<file path="src/rtl/tcdb_arbiter_if.sv">
// Bundle between the result producers, the CDB arbiter and the reservation-station consumers.
// Latency: none (wires only).
// Backpressure: per-producer valid/ready on src_*; bcast_* has no ready and is consumed when valid.
interface tcdb_arbiter_if #(
    parameter int tag_width  = 8,
    parameter int data_width = 128,
    parameter int num_src    = 4
);
    localparam int src_w = $clog2(num_src);

    logic [num_src-1:0]            src_valid;
    logic [num_src-1:0]            src_ready;
    logic [num_src*tag_width-1:0]  src_tag;
    logic [num_src*data_width-1:0] src_data;
    logic                          bcast_stall;
    logic                          bcast_valid;
    logic [tag_width-1:0]          bcast_tag;
    logic [data_width-1:0]         bcast_data;
    logic [src_w-1:0]              bcast_src;
    logic [15:0]                   bcast_count;

    // Producer/consumer side: drives results and stall, observes ready and the broadcast.
    modport master (
        output src_valid, src_tag, src_data, bcast_stall,
        input  src_ready, bcast_valid, bcast_tag, bcast_data, bcast_src, bcast_count
    );

    // Arbiter side.
    modport slave (
        input  src_valid, src_tag, src_data, bcast_stall,
        output src_ready, bcast_valid, bcast_tag, bcast_data, bcast_src, bcast_count
    );
endinterface

</file>
<file path="src/rtl/tcdb_arbiter.sv">
// Common-data-bus arbiter: per-producer FIFOs, round-robin pick, registered result broadcast.
// Latency: result accepted at edge E0 is broadcast after edge E1 (two cycles handshake-to-valid).
// Backpressure: src_ready[i] drops only when FIFO i is full (registered count); bcast_stall blocks grants.
module tcdb_arbiter #(
    parameter int tag_width  = 8,
    parameter int data_width = 128,
    parameter int num_src    = 4,
    parameter int fifo_depth = 2
) (
    input  logic          clk,
    input  logic          rst,
    tcdb_arbiter_if.slave bus
);
    localparam int src_w = $clog2(num_src);
    localparam int ptr_w = $clog2(fifo_depth);
    localparam int cnt_w = ptr_w + 1;

    logic [tag_width-1:0]  tag_mem  [num_src][fifo_depth];
    logic [data_width-1:0] data_mem [num_src][fifo_depth];

    logic [num_src-1:0][ptr_w-1:0] rd_ptr;
    logic [num_src-1:0][ptr_w-1:0] wr_ptr;
    logic [num_src-1:0][cnt_w-1:0] cnt;

    logic [num_src-1:0] ready;
    logic [num_src-1:0] not_empty;
    logic [num_src-1:0] push;
    logic [num_src-1:0] pop;

    logic [src_w-1:0] rr_ptr;
    logic [src_w-1:0] winner;
    logic             grant;

    logic                  bcast_valid_q;
    logic [tag_width-1:0]  bcast_tag_q;
    logic [data_width-1:0] bcast_data_q;
    logic [src_w-1:0]      bcast_src_q;
    logic [15:0]           bcast_count_q;

    // Ready/occupancy come from registered counts only, so a same-cycle pop never raises ready.
    always_comb begin
        ready     = '0;
        not_empty = '0;
        push      = '0;
        for (int i = 0; i < num_src; i++) begin
            ready[i]     = (cnt[i] < cnt_w'(fifo_depth));
            not_empty[i] = (cnt[i] != '0);
            push[i]      = bus.src_valid[i] & ready[i];
        end
    end

    // Round-robin scan from rr_ptr; scanning offsets high-to-low lets the lowest offset win.
    always_comb begin
        int idx;
        idx    = 0;
        grant  = 1'b0;
        winner = '0;
        pop    = '0;
        if (!bus.bcast_stall) begin
            for (int k = num_src - 1; k >= 0; k--) begin
                idx = (int'(rr_ptr) + k) % num_src;
                if (not_empty[idx]) begin
                    grant  = 1'b1;
                    winner = src_w'(idx);
                end
            end
        end
        for (int i = 0; i < num_src; i++) begin
            pop[i] = grant && (winner == src_w'(i));
        end
    end

    // FIFO storage; contents are only observable through counted entries, so no reset needed.
    always_ff @(posedge clk) begin
        for (int i = 0; i < num_src; i++) begin
            if (push[i]) begin
                tag_mem[i][wr_ptr[i]]  <= bus.src_tag[i*tag_width +: tag_width];
                data_mem[i][wr_ptr[i]] <= bus.src_data[i*data_width +: data_width];
            end
        end
    end

    // FIFO pointers/counts, round-robin pointer and the registered broadcast.
    always_ff @(posedge clk or posedge rst) begin
        if (rst) begin
            rd_ptr        <= '0;
            wr_ptr        <= '0;
            cnt           <= '0;
            rr_ptr        <= '0;
            bcast_valid_q <= 1'b0;
            bcast_tag_q   <= '0;
            bcast_data_q  <= '0;
            bcast_src_q   <= '0;
            bcast_count_q <= '0;
        end else begin
            for (int i = 0; i < num_src; i++) begin
                if (push[i]) wr_ptr[i] <= wr_ptr[i] + ptr_w'(1);
                if (pop[i])  rd_ptr[i] <= rd_ptr[i] + ptr_w'(1);
                cnt[i] <= cnt[i] + cnt_w'(push[i]) - cnt_w'(pop[i]);
            end
            if (grant) begin
                bcast_valid_q <= 1'b1;
                bcast_tag_q   <= tag_mem[winner][rd_ptr[winner]];
                bcast_data_q  <= data_mem[winner][rd_ptr[winner]];
                bcast_src_q   <= winner;
                bcast_count_q <= bcast_count_q + 16'd1;
                rr_ptr        <= (winner == src_w'(num_src - 1)) ? '0 : winner + src_w'(1);
            end else begin
                // Tag/data/src hold; consumers qualify with valid.
                bcast_valid_q <= 1'b0;
            end
        end
    end

    assign bus.src_ready   = ready;
    assign bus.bcast_valid = bcast_valid_q;
    assign bus.bcast_tag   = bcast_tag_q;
    assign bus.bcast_data  = bcast_data_q;
    assign bus.bcast_src   = bcast_src_q;
    assign bus.bcast_count = bcast_count_q;
endmodule

</file>
<file path="src/flat_wrapper.sv">
// flat-port wrapper written by rule: the top's interface ports become plain ports
module tcdb_arbiter_flat 
#(
    parameter int tag_width  = 8,
    parameter int data_width = 128,
    parameter int num_src    = 4,
    parameter int fifo_depth = 2
)
  (clk, rst, bus_src_valid, bus_src_tag, bus_src_data, bus_bcast_stall, bus_src_ready, bus_bcast_valid, bus_bcast_tag, bus_bcast_data, bus_bcast_src, bus_bcast_count);
  tcdb_arbiter_if #(.tag_width(tag_width), .data_width(data_width), .num_src(num_src)) bus_i ();
  input  logic clk;
  input  logic rst;
  input wire logic [$bits(bus_i.src_valid)-1:0] bus_src_valid;
  input wire logic [$bits(bus_i.src_tag)-1:0] bus_src_tag;
  input wire logic [$bits(bus_i.src_data)-1:0] bus_src_data;
  input wire logic [$bits(bus_i.bcast_stall)-1:0] bus_bcast_stall;
  output wire logic [$bits(bus_i.src_ready)-1:0] bus_src_ready;
  output wire logic [$bits(bus_i.bcast_valid)-1:0] bus_bcast_valid;
  output wire logic [$bits(bus_i.bcast_tag)-1:0] bus_bcast_tag;
  output wire logic [$bits(bus_i.bcast_data)-1:0] bus_bcast_data;
  output wire logic [$bits(bus_i.bcast_src)-1:0] bus_bcast_src;
  output wire logic [$bits(bus_i.bcast_count)-1:0] bus_bcast_count;
  assign bus_i.src_valid = bus_src_valid;
  assign bus_i.src_tag = bus_src_tag;
  assign bus_i.src_data = bus_src_data;
  assign bus_i.bcast_stall = bus_bcast_stall;
  assign bus_src_ready = bus_i.src_ready;
  assign bus_bcast_valid = bus_i.bcast_valid;
  assign bus_bcast_tag = bus_i.bcast_tag;
  assign bus_bcast_data = bus_i.bcast_data;
  assign bus_bcast_src = bus_i.bcast_src;
  assign bus_bcast_count = bus_i.bcast_count;
  tcdb_arbiter #(.tag_width(tag_width), .data_width(data_width), .num_src(num_src), .fifo_depth(fifo_depth)) u_core (.clk(clk), .rst(rst), .bus(bus_i));
endmodule
</file>
<file path="config.mk">
export PLATFORM = sky130hd
export DESIGN_NAME = tcdb_arbiter_flat
export DESIGN_NICKNAME = d
export VERILOG_FILES = /design/src/rtl/tcdb_arbiter_if.sv /design/src/rtl/tcdb_arbiter.sv /design/src/flat_wrapper.sv
export SDC_FILE = /design/constraint.sdc
export NUM_CORES = 1
export LEC_CHECK = 0
export CELL_PAD_IN_SITES_DETAIL_PLACEMENT = 1
export CELL_PAD_IN_SITES_GLOBAL_PLACEMENT = 2
export CORE_MARGIN = 2
export CORE_UTILIZATION = 47
export CTS_CLUSTER_DIAMETER = 200
export DETAILED_ROUTE_END_ITERATION = 10
export DONT_BUFFER_PORTS = 1
export PLACE_DENSITY = 0.91
export SLEW_MARGIN = 0
export SYNTH_ARGS = -nofsm -noshare
export SYNTH_HDL_FRONTEND = slang
export SYNTH_SLANG_ARGS = --single-unit
</file>
<file path="constraint.sdc">
create_clock -name clk -period 18.2 [get_ports clk]
set_clock_uncertainty 0.1 [all_clocks]
set_input_delay 3.64 -clock clk [delete_from_list [all_inputs] [get_ports clk]]
set_output_delay 3.64 -clock clk [all_outputs]
set_load 0.01 [all_outputs]
</file>
==> results.md <==
* Insertion delay to the later sink of the worst-skew pair at 0.75 ns
* Worst hold path depth at 1
* Core Box Area at 102000 µm²
* Mux share of post-synthesis cell area at 0.00111
* NumNets Final at 4172
* Final slew viol count at 0
* Crit path max fanout at 155
* Final period utilization at 0.420
* Number of global-route vias before repair at 32862
* Synth Instances at 3672
* Synth Area in Adders at 0.00335
* Sink Count at 1261
* Die height at 326 µm
* Cell Rows at 117
* Complex-gate fraction of the synthesized area at 0.0466
* Tightest Hold Check Type: reg -> reg
* Data required, critical path at 18.75 ns
* Fin area at 54300 µm²
* Status: complete, no violations
* RSZ-0062 raised after global routing: no
* Synth warn at 0
* Routed wire length at 150000 µm
* Via/cell ratio at 5.98
* Most frequent cells in the layout: nand2_1 (1094), edfxtp_1 (1088), nand3_1 (413), dfrtp_1 (173), nor2_1 (149)
* Clock Root Buffer: clkbuf_16
* Xor and xnor fraction of the mapped netlist area at 0.00559
* Dpl cells at 4843
* Max frequency at 131 MHz
* Setup TNS at 0 ns
* Fill count at 10115
* Post-synth top area share at 0.672
* Starting DRT DRC Count at 2557
* Pleak at 19.5 nW
* Register area share after synthesis at 0.761
* Final hold violation count at 0
* Number of routed nets with antenna violations at 0
* Drt drc at 0
* Routed via count at 30756
* Gr ovfl total at 0
* Cell variety after synth at 33
* CP arrival at 8.21 ns
* Worst r2r path cells at 11
* First-pass GRT wire length at 217000 µm
* Synthesis-to-finish area growth at 11.7%
* Die ar. at 106000 µm²
* Maximum vdd ir drop at 0.123 mV
* Min cycle time layout at 7.65 ns
* Kind of critical path: in -> reg
* Fraction of layout cells with a size suffix above 1 at 0.0681
* Largest net degree at the start of global routing at 195
* CTS tree: yes
* Max Cap Viol at 0
* Syn avg cell area at 13.2 µm²
* Area leader, netlist: edfxtp_1
* Rel. slew slack at 0.190
* DP Area at 49800 µm²
* CP Launch Type: input pin
* Routability cong. at 0.840
* # Post-CTS Setup Buffers at 0
* # resized after CTS at 0
* Hold WS at 0.376 ns
* Synth Area in Simple Gates at 0.160
* Clock transition at path regs at 0.06 ns
* Post-route insts no fill at 5145
* Synthesized area at 48600 µm²
* PortBufs at 0
* Hold Buf Count CTS at 0
* Final setup vio count at 0
* Worst Tran Pin Value at 1.21 ns
* Top cells by area, synth: edfxtp_1 (67%), dfrtp_1 (8.9%), nand2_1 (8.4%)
* Initial antenna violation count at 29
* Drt first pass iters at 7
* Total power at 9.92 mW
* TritonCTS buffer count at 131
* IO Count at 710
* CTS max path bufs at 3
* DP Worst Slack at 9.79 ns
* Hpwl dp at 89600 µm
* Crit. End Element: flop
* Commonest non-fill, non-tap cell in the layout: nand2_1
* Synth Register Bits at 1261
* Power Density at 183 nW/µm²
* Final Worst Setup Slack at 10.55 ns
* GRT Overall Usage at 0.277
* # H-tree levels at 4
* WL per Instance at 29.1 µm
* Initial Util at 0.476
* Die width at 326 µm
* Final core utilization at 0.531
* Largest family of logic cells by synthesized area: simple AND/OR/NAND/NOR gates
* Synth Net Count at 4236
-- sequential cells by signal, summed over array words and instances (netlist names) --
signal                  count
u_core.bus.bcast_data     128
u_core.bus.bcast_valid      1
u_core.rd_ptr               4
u_core.cnt                  8
u_core.wr_ptr               4
u_core.data_mem          1024
u_core.tag_mem             64
u_core.bus.bcast_count     16
u_core.rr_ptr               2
u_core.bus.bcast_tag        8
u_core.bus.bcast_src        2
-- power by group --
| group | switching [mW] | internal (mW) |
|---|---|---|
| sequential | 0.429 | 3.87 |
| combinational | 2.05 | 0.844 |
| clock | 1.13 | 1.59 |
| total | 3.61 | 6.31 |
-- critical path, stage by stage --
cell	delay [ns]
a21oi_1	0.04
o2111a_4	0.34
inv_8	0.72
buf_4	0.97
buf_4	0.74
buf_4	0.76
nand2_1	0.16
and3_1	0.22
a311o_1	0.31
a31oi_1	0.17
-- layout make-up --
type	count	area, µm²	area share
flip-flops and latches	1261	37000	0.682
multi-input cells	2150	10600	0.195
clock buffers	180	3690	0.0679
well taps	1368	1710	0.0315
clock inverters	60	656	0.0121
repair buffers	46	383	0.00705
diodes	62	155	0.00286
inverters	18	90.1	0.00166
-- cells in the mapped netlist, drive strengths merged --
cell,number
a21oi,1
a2bb2oi,1
a311o,136
a31oi,137
and2,8
and3,138
buf,92
clkbuf,151
dfrtp,173
edfxtp,1088
ha,13
inv,18
mux2,3
mux2i,2
nand2,1094
nand2b,1
nand3,413
nand4,6
nor2,149
nor2b,8
nor3,1
nor4,1
o2111a,1
o21ai,4
or2,2
xnor2,18
xor2,13
-- layer usage --
metal,GRT usage,vias up,part of all wire
met1,0.316,15758,0.36
met2,0.462,1354,0.50
met4,0.157,10,0.055
met3,0.0857,390,0.085
met5,0,-,0.00046
li1,-,13244,-
-- logic make-up after synthesis --
| kind of cell | count (synthesis) |
|---|---|
| adder cells (fa/ha/maj) | 13 |
| buffers and inverters | 261 |
| multiplexers | 5 |
| XOR/XNOR | 31 |
| flip-flops | 1261 |
| AND/OR/NAND/NOR | 1821 |
| AO/OA/AOI/OAI | 280 |
-- worst paths after layout --
kind	slack [ns]	from	end
setup reg to reg	12.53	u_core.cnt[3]$_DFF_PP0_	u_core.bus.bcast_data[106]$_DFFE_PP0P_
max in group asynchronous	13.79	rst	u_core.bus.bcast_data[15]$_DFFE_PP0P_
setup / recovery	10.55	bus_bcast_stall	u_core.bus.bcast_data[106]$_DFFE_PP0P_
hold reg to reg	0.38	u_core.rd_ptr[3]$_DFFE_PP0P_	u_core.rd_ptr[3]$_DFFE_PP0P_
min in group asynchronous	2.75	rst	u_core.bus.bcast_data[92]$_DFFE_PP0P_
hold / removal	0.38	u_core.rd_ptr[3]$_DFFE_PP0P_	u_core.rd_ptr[3]$_DFFE_PP0P_
(Power assumes the default switching activity.)
